## config.mk

```make
export PLATFORM = sky130hd
export DESIGN_NAME = lfsr_step
export DESIGN_NICKNAME = d
export VERILOG_FILES = /design/src/rtl/lfsr_pkg.sv /design/src/rtl/lfsr_step.sv
export SDC_FILE = /design/constraint.sdc
export NUM_CORES = 1
export LEC_CHECK = 0
export CAP_MARGIN = 30
export CORE_AREA = 5 5 42 44
export CTS_CLUSTER_SIZE = 10
export DETAILED_ROUTE_END_ITERATION = 6
export DIE_AREA = 0 0 47 49
export DONT_BUFFER_PORTS = 1
export SLEW_MARGIN = 20
export SYNTH_ARGS = -nofsm -noshare
export SYNTH_HDL_FRONTEND = slang
export SYNTH_SLANG_ARGS = --single-unit
export TNS_END_PERCENT = 5
```

## constraint.sdc

```tcl
create_clock -name next -period 1.9 [get_ports next]
set_clock_uncertainty 0.1 [all_clocks]
set_input_delay 0.475 -clock next [delete_from_list [all_inputs] [get_ports next]]
set_output_delay 0.475 -clock next [all_outputs]
set_load 0.02 [all_outputs]
```

## src/rtl/lfsr_pkg.sv

```systemverilog
// Shared definitions for the LFSR sequence generator and its checker.
//   lfsr_state_t : checker FSM states (SEED, HUNT, LOCKED)
//   lfsr_fb      : feedback / prediction bit, XOR of the tapped register bits.
//                  Operands are zero-extended to LFSR_MAX_W, so LFSR widths up to 64 bits are supported.
package lfsr_pkg;

  localparam int unsigned LFSR_MAX_W = 64;

  typedef enum logic [1:0] {
    SEED   = 2'd0,
    HUNT   = 2'd1,
    LOCKED = 2'd2
  } lfsr_state_t;

  function automatic logic lfsr_fb(input logic [LFSR_MAX_W-1:0] seq,
                                   input logic [LFSR_MAX_W-1:0] poly);
    return ^(seq & poly);
  endfunction

endpackage

```

## src/rtl/lfsr_step.sv

```systemverilog
// Local LFSR of the checker; mirrors the generator register.
//   next      : clock
//   reset_n   : synchronous active-low reset (clears the register)
//   shift_en  : shift one step this cycle
//   use_pred  : load the predicted bit (free-run) instead of bit_in
//   bit_in    : received bit
//   char_poly : tap mask
//   pred_c    : combinational prediction of the next received bit
module lfsr_step
  import lfsr_pkg::*;
#(
  parameter int unsigned N = 8
) (
  input  logic         next,
  input  logic         reset_n,
  input  logic         shift_en,
  input  logic         use_pred,
  input  logic         bit_in,
  input  logic [N-1:0] char_poly,
  output logic         pred_c
);

  logic [N-1:0] seq;

  assign pred_c = lfsr_fb(LFSR_MAX_W'(seq), LFSR_MAX_W'(char_poly));

  // New bits enter at the MSB, matching the generator's LSB-first output.
  always_ff @(posedge next) begin
    if (!reset_n) begin
      seq <= '0;
    end else if (shift_en) begin
      seq <= {(use_pred ? pred_c : bit_in), seq[N-1:1]};
    end
  end

endmodule

```

==> metrics, run 1 <==
WP buf/inv 0; Crit path largest cell delay 330 ps; crit path time final 1873 ps; Reg with most FFs seq; fraction of registers with async set/reset 0%; Main synth FF type dfxtp_1; final setup vio count 0; worst reg-to-reg setup slack 520 ps; fmax 534.0 MHz; Antenna Diode Count 0; first-pass GRT wire length 1.283 mm; routability congestion estimate 0.6650; Pins Over Slew Limit 0; Top Layer Used met3; RSZ-0062 raised after global routing true; core region area 0.001401 mm²; registers with the most flip-flops seq x8; drt pass-1 iters 4; GR Util All Layers 8.003%; clock buffer depth 2; EDFF count, synth 0; critical-path cell list nand2_1 -> xnor2_2 -> xnor2_2 -> xnor2_2; Detailed Place HPWL 556.1 µm; Worst Hold End seq[5]; largest net degree at the start of global routing 11; Total Wirelength 788 µm; Synth cell types 13; area of the multi-input gates 292.8 µm²; Leak 0.0002177 µW; Inserted Clock Buffers 3; Met3 Wirelength 70 µm; syn avg cell area 9.690 µm²; Via-to-Cell Ratio 4.375; H-tree depth 1; Required @ worst endpoint 1320 ps; most used cell, CP xnor2_2; Antenna Violating Nets Remaining 0; Max VDD drop 0.3119 mV; outcome finished clean; Yosys warning total 0; # nets final 63; DIE WIDTH 47 µm; area delta synth->final 27.33%; Skew-Pair Late Insertion Delay 250 ps; Fill cells 147; Yosys top cell by area dfxtp_1; Residual DRC 0; total nets after synthesis 56; r2r endpoint seq[7]; CP Depth 4; grt total ovfl 0; Cell Pwr Density 606.6 mW/mm²; Inst Count DP 59; final hold vios 0; min-delay src reset_n; Setup CP Type reg -> out; Avg WL per Cell 12.31 µm; sequential share of the synthesized area 38.44%; Initial Utilization 29.73%; Sequential cell area 168.9 µm²; antenna violations before repair 0; Worst Reg-to-Reg Cells 5; # IOs 14; TritonCTS clock tree built; I/O Buffers 0; Root Buffer clkbuf_4; met1 WL 335 µm; final core occ 37.86%; CP endpoint kind output pin; clock slew at the register clock pins of the worst setup and hold paths 50 ps; vias in the first global route 298; via count 280; DRT iter0 DRCs 1; crit path DAT 1300 ps; dpl cell area 439.2 µm²; Netlist Area Pre-Place 416.7 µm²; Tightest Hold Check Type in -> reg; r2r startpoint seq[4]; worst slew pin tran 334.4 ps; die area 0.002303 mm²; post-synth top area share 38.44%; worst hold stages 1; post-route clock period utilization 98.57%; crit path launch type flop; maxcap violations 0; most instantiated cells after synthesis dfxtp_1, nand2_1, mux2i_1, nor2b_1, xnor2_1; ranking of synthesized cells by area dfxtp_1, mux2i_1, nor2b_1, xnor2_1, xnor2_2; Largest register FFs 8; design area 530.5 µm²; Clock Sinks 8; row count 14; kind of cell adding the most delay to the critical path XOR/XNOR gates; met2 wire len 382 µm; Crit Path Max Fanout 3; post-synthesis cell count 43; layout cells sized above 1 50.00%; Synth Register Bits 8; CP max-delay cell dfxtp_2; Die H 49 µm; hold buffer count at CTS 0; Worst slew margin 77.60%; non-filler cells, final 64
[how the worst max path moves through the flow]
stage	slack (ps)	startpoint	end
final	30	seq[4]	pred_c
after global routing	-20	seq[0]	pred_c
after CTS	-20	seq[7]	pred_c
after detailed placement	-10	char_poly[6]	pred_c
after global placement	5	char_poly[6]	pred_c
after floorplan	70	char_poly[1]	pred_c
[cell type report]
cell class,instances,area share (%)
tap,16,3.774
timing repair buffer,3,4.245
multi-input combinational,33,55.19
clock buffer,3,4.245
inverter,1,0.7075
sequential,8,31.84
[metrics by stage]
stage	worst slack [ps]	setup TNS, ps	power [µW]	hold WS (ps)
3_5_place_dp	-9.873	-9.873	192.3	418.1
6_report	27.26	0	321.8	250.1
3_3_place_gp	5.313	0	192.1	408.9
2_1_floorplan	74.02	0	193.2	382.5
4_1_cts	-16.44	-16.44	328.4	240.6
5_1_grt	-22.06	-22.06	336.9	257.4
[cell usage in the layout (no fill, tap or decap)]
cell type  instances
clkbuf_4           3
dfxtp_1            1
a22o_1             1
nand2_2            4
nand2_1            5
xor2_2             1
nor2b_1            7
mux2i_1            7
and3_1             1
inv_1              1
dfxtp_2            7
xnor2_2            6
o22ai_1            1
buf_4              3
[where the power goes]
part | total, µW | internal (µW) | switching [µW]
Combinational | 21.2 | 13.7 | 7.54
Clock | 129 | 72.2 | 56.6
Sequential | 172 | 170 | 1.43
Total | 322 | 256 | 65.6
[cells by family (layout without fill, tap and decap cells)]
group	Yosys count	after routing	synth area share [%]
compound gates	2	2	3.605
xor+xnor	7	7	18.32
buf+inv	2	7	2.100
flops	8	8	38.44
mux	7	7	16.82
simple gates	17	17	20.72
[layer usage]
layer  global-route usage [%]  vias to the layer above
met5                        0                        -
met2                    10.86                       10
met3                    5.904                        0
li1                         -                      149
met4                    4.147                        0
met1                    8.949                      121
[what timing repair did]
item | 4_1_cts | 5_1_grt
setup buffers | 1 | 1
endpoints found under the setup margin | 1 | 1
gates resized for setup | 5 | 10
pin swaps | 4 | 2
Note: power is estimated with default switching activity, not from simulation.
==> run 2: changes to the inputs <==
Settings changed: CAP_MARGIN 30 to 20.
==> results of run 2 <==
Final layout, timing and power as in run 1 (identical DEF).
==> run 3: changes to the inputs <==
--- a/config.mk
+++ b/config.mk
@@ -8,4 +8,5 @@
 export CAP_MARGIN = 20
 export CORE_AREA = 5 5 42 44
+export CTS_CLUSTER_DIAMETER = 100
 export CTS_CLUSTER_SIZE = 10
 export DETAILED_ROUTE_END_ITERATION = 6
--- a/constraint.sdc
+++ b/constraint.sdc
@@ -3,3 +3,3 @@
 set_input_delay 0.475 -clock next [delete_from_list [all_inputs] [get_ports next]]
 set_output_delay 0.475 -clock next [all_outputs]
-set_load 0.02 [all_outputs]
+set_load 0.005 [all_outputs]
==> run 3 against run 2 <==
  * Via count shrank 3.6%
  * Combinational power fell by 34%
  * Critical path type unchanged
  * Clock power hardly changed
  * Clock-buffer cell count is the same
  * Hold slack improved by 1.5 ps
  * Register-to-register slack improved by 60 ps
==> metrics, run 3 (same netlist as run 1, synthesis figures left out) <==
hold buffer count at CTS 0; crit path DAT 1240 ps; registers with the most flip-flops seq x8; # nets final 60; Root Buffer clkbuf_4; Switch Pwr 62.68 µW; r2r endpoint seq[7]; Required @ worst endpoint 1320 ps; Post-CTS Resized 0; Largest register FFs 8; area of the multi-input gates 247.7 µm²; GR Util All Layers 7.980%; Worst slew margin 81.56%; Cell Pwr Density 693.1 mW/mm²; Crit path largest cell delay 350 ps; Reg with most FFs seq; Detailed Place HPWL 565.8 µm; most used cell, CP xnor2_1; Comb power frac 4.5%; layout cells sized above 1 13.33%; Setup CP Type reg -> out; Residual DRC 0; final hold vios 0; area delta synth->final 9.009%; Avg WL per Cell 11.75 µm; total power 314.8 µW; Worst Hold End seq[0]; share of power burned in registers 54.5%; Inserted Clock Buffers 3; first-pass GRT wire length 1.248 mm; Leak 0.0001689 µW; H-tree depth 1; CP max-delay cell dfxtp_1; worst reg-to-reg setup slack 580 ps; I/O Buffers 0; Skew-Pair Late Insertion Delay 250 ps; RSZ-0062 raised after global routing false; switching share of power 19.91%; outcome finished clean; Die H 49 µm; min-delay src reset_n; Via-to-Cell Ratio 4.426; Total Wirelength 717 µm; crit path time final 1810 ps; Int Pwr 252.1 µW; DIE WIDTH 47 µm; Initial Utilization 29.73%; Clock Sinks 8; fmax 552.3 MHz; via count 270; design area 454.2 µm²; post-route clock period utilization 95.29%; clock slew at the register clock pins of the worst setup and hold paths 50 ps; Antenna Diode Count 0; DRT iter0 DRCs 1; clock share of power 41.1%; core region area 0.001401 mm²; worst hold stages 1; Sequential cell area 160.2 µm²; drt pass-1 iters 2; clock buffer depth 2; antenna violations before repair 0; Fill cells 156; final core occ 32.41%; dpl cell area 431.7 µm²; final setup vio count 0; die area 0.002303 mm²; # IOs 14; critical-path cell list nand2_1 -> xor2_1 -> xnor2_1 -> xnor2_1; Antenna Violating Nets Remaining 0; commonest non-fill, non-tap cells in the layout nand2_1, dfxtp_1, mux2i_1, nor2b_1, xnor2_1; r2r startpoint seq[7]; grt total ovfl 0; row count 14; TritonCTS clock tree built; worst slew pin tran 274.6 ps; largest net degree at the start of global routing 11; routability congestion estimate 0.6913; setup TNS 0 ps; Tightest Hold Check Type in -> reg; maxcap violations 0; Worst Reg-to-Reg Cells 5; CP endpoint kind output pin; buffer count from post-CTS setup fixing 0; Max VDD drop 0.3692 mV; Crit Path Max Fanout 3; vias in the first global route 312; crit path launch type flop; Pins Over Slew Limit 0
-- run 3: cell count changes in the layout (fill, tap and decap cells not counted), sizes merged --
cell	before	now
buf	3	0
-- run 3: stage by stage --
step / setup WS, ps / hold WS (ps) / cells
3_5_place_dp: 227.8 / 429.5 / 58
4_1_cts: 63.32 / 244.1 / 61
6_report: 89.53 / 251.6 / 61
2_1_floorplan: 297.7 / 382.5 / 43
3_3_place_gp: 226.6 / 396.8 / 58
5_1_grt: 10.01 / 229.9 / 61
-- run 3: power by group through the flow --
stage | registers, µW | clock network [µW] | logic (µW)
2_1_floorplan | 175 | 0 | 17.3
3_3_place_gp | 175 | 0 | 14.0
3_5_place_dp | 175 | 0 | 14.2
4_1_cts | 171 | 136 | 14.2
5_1_grt | 172 | 148 | 15.1
6_report | 171 | 129 | 14.0
-- run 3: how the worst max path moves through the flow --
stage,endpoint,slack [ps],startpoint,depth (start not counted)
after floorplan,pred_c,300,char_poly[1],4
after global routing,pred_c,10,seq[6],4
final,pred_c,90,seq[7],4
after global placement,pred_c,230,char_poly[1],4
after CTS,pred_c,60,seq[7],4
after detailed placement,pred_c,230,char_poly[1],4
-- run 3: critical path: cells and delay by family (launching register included) --
family	cells	cell delay [ps]
xor+xnor	3	570
flops	1	350
simple gates	1	70
-- run 3: area by class of cell --
| cell class | count | share of cell area, % |
|---|---|---|
| clock buffers | 3 | 4.959 |
| inverters | 1 | 0.8264 |
| multi-input cells | 33 | 54.55 |
| flip-flops and latches | 8 | 35.26 |
| well taps | 16 | 4.408 |
-- run 3: routing by layer --
| metal | global-route usage [%] | share of wire (%) | vias to the layer above |
|---|---|---|---|
| met2 | 10.41 | 49 | 8 |
| met3 | 6.642 | 11 | 0 |
| li1 | - | - | 144 |
| met1 | 8.204 | 39 | 118 |
| met4 | 5.530 | 0 | 0 |
| met5 | 0 | 0 | - |
